==> src/rtl/hazard_forward_unit_pkg.sv <==
// Shared encodings for the hazard/forwarding unit: operand-source selects,
// control FSM states and the forwarding priority helper.
package hazard_forward_unit_pkg;

    localparam logic [1:0] FWD_REG = 2'b00;
    localparam logic [1:0] FWD_MEM = 2'b01;
    localparam logic [1:0] FWD_WB  = 2'b10;

    typedef enum logic {
        ST_RUN   = 1'b0,
        ST_FLUSH = 1'b1
    } state_t;

    // MEM is the younger producer, so it wins over WB.
    function automatic logic [1:0] fwd_select(input logic mem_hit, input logic wb_hit);
        if (mem_hit)     return FWD_MEM;
        else if (wb_hit) return FWD_WB;
        else             return FWD_REG;
    endfunction

endpackage

==> src/rtl/hazard_scoreboard.sv <==
// Shadow scoreboard of the EXE/MEM/WB destinations plus the slot-match
// logic for load-use detection and operand forwarding.
module hazard_scoreboard #(
    parameter int REG_W = 5
) (
    input  logic             clk,
    input  logic             rst_n,
    input  logic             issue,
    input  logic [REG_W-1:0] rs1_id,
    input  logic [REG_W-1:0] rs2_id,
    input  logic             rs1_used_id,
    input  logic             rs2_used_id,
    input  logic [REG_W-1:0] rd_id,
    input  logic             we_id,
    input  logic             load_id,
    output logic             load_use,
    output logic             mem_hit_a,
    output logic             wb_hit_a,
    output logic             mem_hit_b,
    output logic             wb_hit_b
);

    typedef struct packed {
        logic             valid;
        logic [REG_W-1:0] rd;
        logic             load;
        logic [REG_W-1:0] rs1;
        logic [REG_W-1:0] rs2;
        logic             rs1_used;
        logic             rs2_used;
    } slot_t;

    slot_t id_slot, exe, mem, wb;

    // Writes to x0 never mark a slot valid, so x0 can never create a hazard.
    always_comb begin
        id_slot          = '0;
        id_slot.valid    = we_id & (rd_id != '0);
        id_slot.rd       = rd_id;
        id_slot.load     = load_id;
        id_slot.rs1      = rs1_id;
        id_slot.rs2      = rs2_id;
        id_slot.rs1_used = rs1_used_id;
        id_slot.rs2_used = rs2_used_id;
    end

    // NOTE: sequential state uses non-blocking assignments so the three slots
    // shift as one register stage instead of collapsing within a single edge.
    always_ff @(posedge clk or negedge rst_n) begin
        if (!rst_n) begin
            exe <= '0;
            mem <= '0;
            wb  <= '0;
        end else begin
            wb  <= mem;
            mem <= exe;
            exe <= issue ? id_slot : '0;
        end
    end

    assign load_use = exe.valid & exe.load &
                      ((rs1_used_id & (rs1_id != '0) & (rs1_id == exe.rd)) |
                       (rs2_used_id & (rs2_id != '0) & (rs2_id == exe.rd)));

    // A load still in MEM has no data yet, so it is excluded from MEM forwarding.
    assign mem_hit_a = exe.rs1_used & (exe.rs1 != '0) & mem.valid & ~mem.load & (mem.rd == exe.rs1);
    assign wb_hit_a  = exe.rs1_used & (exe.rs1 != '0) & wb.valid & (wb.rd == exe.rs1);
    assign mem_hit_b = exe.rs2_used & (exe.rs2 != '0) & mem.valid & ~mem.load & (mem.rd == exe.rs2);
    assign wb_hit_b  = exe.rs2_used & (exe.rs2 != '0) & wb.valid & (wb.rd == exe.rs2);

endmodule

==> src/rtl/hazard_forward_unit.sv <==
// Pipeline hazard unit: load-use stall/bubble, taken-branch flush FSM,
// EXE operand forwarding selects and a saturating stall counter.
module hazard_forward_unit
    import hazard_forward_unit_pkg::*;
#(
    parameter int REG_W        = 5,
    parameter int FLUSH_CYCLES = 1,
    parameter int CNT_W        = 16
) (
    input  logic             clk,
    input  logic             rst,
    input  logic [REG_W-1:0] rs1_id,
    input  logic [REG_W-1:0] rs2_id,
    input  logic             rs1Used_id,
    input  logic             rs2Used_id,
    input  logic [REG_W-1:0] rd_id,
    input  logic             registerWriteEnable_id,
    input  logic             regSelect_id,
    input  logic             branchTaken_exe,
    output logic             stall_if_o,
    output logic             bubble_idexe_o,
    output logic             flush_ifid_o,
    output logic [1:0]       fwdA_o,
    output logic [1:0]       fwdB_o,
    output logic [CNT_W-1:0] stallCount_o
);

    localparam int FC_W = (FLUSH_CYCLES > 1) ? $clog2(FLUSH_CYCLES + 1) : 1;

    state_t          state, state_next;
    logic [FC_W-1:0] flush_cnt, flush_cnt_next;
    logic [CNT_W-1:0] stall_count;
    logic            load_use, issue;
    logic            mem_hit_a, wb_hit_a, mem_hit_b, wb_hit_b;

    assign issue = ~stall_if_o & ~bubble_idexe_o;

    hazard_scoreboard #(.REG_W(REG_W)) u_scoreboard (
        .clk         (clk),
        .rst_n       (rst),
        .issue       (issue),
        .rs1_id      (rs1_id),
        .rs2_id      (rs2_id),
        .rs1_used_id (rs1Used_id),
        .rs2_used_id (rs2Used_id),
        .rd_id       (rd_id),
        .we_id       (registerWriteEnable_id),
        .load_id     (regSelect_id),
        .load_use    (load_use),
        .mem_hit_a   (mem_hit_a),
        .wb_hit_a    (wb_hit_a),
        .mem_hit_b   (mem_hit_b),
        .wb_hit_b    (wb_hit_b)
    );

    always_ff @(posedge clk or negedge rst) begin
        if (!rst) begin
            state     <= ST_RUN;
            flush_cnt <= '0;
        end else begin
            state     <= state_next;
            flush_cnt <= flush_cnt_next;
        end
    end

    // NOTE: every output of this block gets a default first, so no path can
    // leave a signal unassigned and infer a latch.
    always_comb begin
        state_next     = state;
        flush_cnt_next = flush_cnt;
        stall_if_o     = 1'b0;
        bubble_idexe_o = 1'b0;
        flush_ifid_o   = 1'b0;
        case (state)
            ST_RUN: begin
                if (branchTaken_exe) begin
                    flush_ifid_o   = 1'b1;
                    bubble_idexe_o = 1'b1;
                    if (FLUSH_CYCLES > 1) begin
                        state_next     = ST_FLUSH;
                        flush_cnt_next = FC_W'(FLUSH_CYCLES - 1);
                    end
                end else if (load_use) begin
                    stall_if_o     = 1'b1;
                    bubble_idexe_o = 1'b1;
                end
            end
            ST_FLUSH: begin
                flush_ifid_o   = 1'b1;
                bubble_idexe_o = 1'b1;
                flush_cnt_next = flush_cnt - 1'b1;
                if (flush_cnt == FC_W'(1)) state_next = ST_RUN;
            end
            default: state_next = ST_RUN;
        endcase
        // Outputs read zero for as long as reset is held, even with a branch on the input.
        if (!rst) begin
            stall_if_o     = 1'b0;
            bubble_idexe_o = 1'b0;
            flush_ifid_o   = 1'b0;
        end
    end

    assign fwdA_o = fwd_select(mem_hit_a, wb_hit_a);
    assign fwdB_o = fwd_select(mem_hit_b, wb_hit_b);

    always_ff @(posedge clk or negedge rst) begin
        if (!rst) begin
            stall_count <= '0;
        end else if (stall_if_o && (stall_count != '1)) begin
            stall_count <= stall_count + 1'b1;
        end
    end

    assign stallCount_o = stall_count;

endmodule

==> config.mk <==
export PLATFORM = sky130hd
export DESIGN_NAME = hazard_forward_unit
export DESIGN_NICKNAME = d
export VERILOG_FILES = /design/src/rtl/hazard_forward_unit_pkg.sv /design/src/rtl/hazard_scoreboard.sv /design/src/rtl/hazard_forward_unit.sv
export SDC_FILE = /design/constraint.sdc
export NUM_CORES = 1
export LEC_CHECK = 0
export ABC_AREA = 1
export CORE_MARGIN = 4
export CORE_UTILIZATION = 53
export CTS_BUF_LIST = sky130_fd_sc_hd__clkbuf_4 sky130_fd_sc_hd__clkbuf_8 sky130_fd_sc_hd__clkbuf_16
export CTS_CLUSTER_DIAMETER = 200
export CTS_CLUSTER_SIZE = 8
export DETAILED_ROUTE_END_ITERATION = 8
export HOLD_SLACK_MARGIN = 0.06
export PLACE_DENSITY_LB_ADDON = 0.3
export SLEW_MARGIN = 10
export SYNTH_ARGS = -nofsm -noshare
export SYNTH_HDL_FRONTEND = slang
export SYNTH_HIERARCHICAL = 1
export SYNTH_SLANG_ARGS = --single-unit
==> constraint.sdc <==
create_clock -name clk -period 2.15 [get_ports clk]
set_clock_uncertainty 0.1 [all_clocks]
set_input_delay 0.5375 -clock clk [delete_from_list [all_inputs] [get_ports clk]]
set_output_delay 0.5375 -clock clk [all_outputs]
set_load 0.05 [all_outputs]
==> metrics.md, run 1 <==
| Metric | Value |
|---|---|
| Setup slack after layout | `-0.236 ns` |
| M2 GR Usage | `0.334` |
| Starting Density | `0.562` |
| Busiest grt layer | `met2` |
| ANT cells | `0` |
| Met1 Track Usage GR | `0.275` |
| Num rows | `25` |
| Setup Crit Path Kind | `in2out` |
| Buffer depth of the longest clock path | `2` |
| Clock-pin slew on the worst setup and hold paths | `approximately 0.09 ns` |
| DR pass1 iterations | `4` |
| Cell Area, Synth | `2740 um^2` |
| RSZ-0062 raised after global routing | `yes` |
| Slowest CP cell | `clkdlybuf4s15_2` |
| Post-route ant nets | `0` |
| P&R area growth vs syn | `31.6%` |
| Most common cell after layout, fill and taps aside | `nand2_1` |
| Die area | `6390 um^2` |
| Ports | `45` |
| Status | `complete, but fails checks` |
| DRC viols | `0` |
| Post-synth top area cell | `dfrtp_1` |
| Slew Viols, Final | `0` |
| Met3 usage | `0.0384` |
| Multi-input logic area | `between 1000 and 1500 um^2` |
| DR vias/cell | `between 4 and 5` |
| Final hold viol count | `0` |
| Syn Nets | `around 390` |
| Clk sinks | `50` |
| CTS tree | `built` |
| Vias in the first global route | `2,288` |
| CP Cell Sequence | `clkdlybuf4s15_2 > inv_1 > nand2_1 > nand2_1 > nor2_2 > nand4_1 > a21oi_2 > nand2_4 > inv_4 > nor2_2 > inv_2 > buf_8` |
| Synth warn | `6` |
| Failing checks | `setup timing` |
| Share of layout cells above drive strength 1 | `0.276` |
| Min Tclk post-route | `between 2 and 2.5 ns` |
| Tcrit/Tclk final | `1.11` |
| WL/cell | `roughly 12 um` |
| Critical path capture point | `bubble_idexe_o` |
| Worst setup startpoint | `rs2_id[2]` |
| Initial DRC Count | `181` |
| Final net count | `between 400 and 500` |
| Worst reg-to-reg setup slack | `0.13 ns` |
| Die Wd | `between 70 and 80 um` |
| CTS buffer count | `5` |
| Fill cells | `between 300 and 400` |
| Crit path capture type | `primary output` |
| HPWL after DPL | `approximately 4.7 mm` |
| Crit path launch type | `input port` |
| WL final | `6.16 mm` |
| MaxCap Viol Count | `0` |
| Reg area | `1250 um^2` |
| Root Buffer | `clkbuf_8` |
| Synthesized instance count | `364` |
| Vias | `between 2,000 and 2,500` |
| Top post-synthesis cells by area | `dfrtp_1 (46%), nand2_1 (16%), inv_1 (7.9%), nor2_1 (5.6%), xnor2_1 (3.5%)` |
| Yosys reg bits | `50` |
| Largest net degree at the start of global routing | `36` |
| Hold Slack | `0.134 ns` |
| Post-synth top area share | `0.456` |
| # port buffers | `44` |
| R2r startpoint | `u_scoreboard/exe[14]$_DFF_PN0_` |
| Leakage power | `approximately 0.0019 uW` |
| Worst path max stage delay | `roughly 0.20 ns` |
| R2R depth | `14` |
| Grt ovf | `0` |
| Global-route wire length before repair | `between 10 and 15 mm` |
| Worst EP arrival | `approximately 1.8 ns` |
| Commonest non-fill, non-tap cells in the layout | `nand2_1 (114), inv_1 (52), dfrtp_1 (47)` |
| Required time of the critical path | `~1.5 ns` |
| Hold buffer count at cts | `0` |
| Post-synthesis sequential area ratio | `0.456` |
| CP max FO | `3` |
| Crit Reg-Reg Endpoint | `stallCount_o[15]$_DFFE_PN0P_` |
| Worst min path class | `in2async` |
| Global Route Usage Sum | `0.205` |
| Slew @ Worst Pin | `0.437 ns` |
| Unique masters post-synth | `30` |
| H-tree Lvls | `2` |
| Worst-Skew Late Latency | `around 0.30 ns` |
| Die height | `79.9 um` |
| Worst VDD drop | `0.000438 V` |
| Rel. slew slack | `0.708` |
| Placer's final routability congestion estimate | `just over 0.9` |
| Avg Cell Area, Syn | `~7.5 um^2` |
| Pre-CTS setup slack | `-0.653 ns` |
| CORE AREA | `~5000 um^2` |
| Final-report setup violation count | `5` |
| PD cells | `around 540 nW/um^2` |
| Antenna violations before repair | `0` |
| Fmax | `about 420 MHz` |
==> final cells by class <==
class / count / share of cell area
flip-flops and latches: 50 / 0.348
well taps: 67 / 0.0232
clock inverters: 3 / 0.0125
inverters: 67 / 0.0707
clock buffers: 5 / 0.0191
multi-input cells: 243 / 0.360
repair buffers: 63 / 0.167
==> cell usage after synthesis <==
cell	instances
a211oi_1	1
a21oi_1	2
and2_2	1
buf_2	2
buf_4	2
clkinv_2	1
dfrtp_1	50
ha_1	1
inv_1	58
inv_2	8
nand2_1	118
nand2_2	4
nand2_4	3
nand2_8	1
nand3_1	15
nand3_2	1
nand3b_1	3
nand4_1	8
nor2_1	41
nor2_2	4
nor2_4	3
nor2_8	2
nor3_1	8
o2111ai_1	3
o21ai_0	5
o21ai_1	3
o21ai_2	1
o22ai_1	1
xnor2_1	11
xor2_1	3
==> kinds of logic (layout without fill, tap and decap cells) <==
| group | Yosys count | count (layout) | synth area share |
|---|---|---|---|
| AOI/OAI and AO/OA | 16 | 16 | 0.0360 |
| xor gates and xnor gates | 14 | 14 | 0.0447 |
| adders and majority gates | 1 | 1 | 0.00456 |
| buffers and inverters | 71 | 138 | 0.101 |
| DFF | 50 | 50 | 0.456 |
| and+or+nand+nor | 212 | 212 | 0.357 |
==> how the worst min path moves through the flow <==
stage | cells past startpoint | endpoint | slack, ns
6_report | 2 | u_scoreboard/exe[13]$_DFF_PN0_ | 0.13
5_1_grt | 2 | u_scoreboard/exe[13]$_DFF_PN0_ | 0.14
4_1_cts | 2 | u_scoreboard/exe[13]$_DFF_PN0_ | 0.14
3_5_place_dp | 0 | u_scoreboard/mem[12]$_DFF_PN0_ | 0.26
3_3_place_gp | 0 | u_scoreboard/mem[12]$_DFF_PN0_ | 0.26
2_1_floorplan | 0 | flush_cnt$_DFFE_PN0P_ | 0.14
==> where the power goes <==
part,switching (uW),total [uW],internal (uW)
logic,147,267,120
clock network,309,655,346
registers,44.1,1030,982
==> metrics by stage <==
step,utilization,instance area [um^2],TNS [ns],cells,power [uW]
after floorplan,-,2750,0,364,1160
after global placement,0.687,3350,-14.60,484,1280
after detailed placement,0.687,3350,-14.58,484,1290
after CTS,0.728,3550,-0.499,497,1950
after global routing,0.739,3610,-1.08,498,2040
final,0.739,3610,-0.551,498,1950
==> layer usage <==
metal / part of all wire / vias to the layer above
met2: 0.49 / 67
met5: 0 / -
li1: - / 1232
met3: 0.044 / 11
met4: 0.014 / 0
met1: 0.45 / 1101
==> critical path, delay by kind of cell <==
family                 cells  cell delay (ns)
and+or+nand+nor            6             0.49
AOI/OAI and AO/OA          1             0.20
buffers and inverters      5             0.52
==> state kept, by name, indices dropped and copies added (netlist names) <==
signal	count
u_scoreboard/wb	6
flush_cnt	1
state	1
stallCount_o	16
u_scoreboard/mem	7
u_scoreboard/exe	19
==> what timing repair did <==
item	4_1_cts	5_1_grt
setup endpoints to repair	25	14
gates resized for setup	49	21
pin swaps	8	13
buffers inserted	5	1
(Power assumes the default switching activity.)
==> run 2: changes to the inputs <==
--- a/config.mk
+++ b/config.mk
@@ -10,7 +10,7 @@
 export CORE_UTILIZATION = 53
 export CTS_BUF_LIST = sky130_fd_sc_hd__clkbuf_4 sky130_fd_sc_hd__clkbuf_8 sky130_fd_sc_hd__clkbuf_16
 export CTS_CLUSTER_DIAMETER = 200
-export CTS_CLUSTER_SIZE = 8
+export CTS_CLUSTER_SIZE = 25
 export DETAILED_ROUTE_END_ITERATION = 8
 export HOLD_SLACK_MARGIN = 0.06
 export PLACE_DENSITY_LB_ADDON = 0.3
==> results of run 2 <==
Final layout, timing and power as in run 1 (identical DEF).
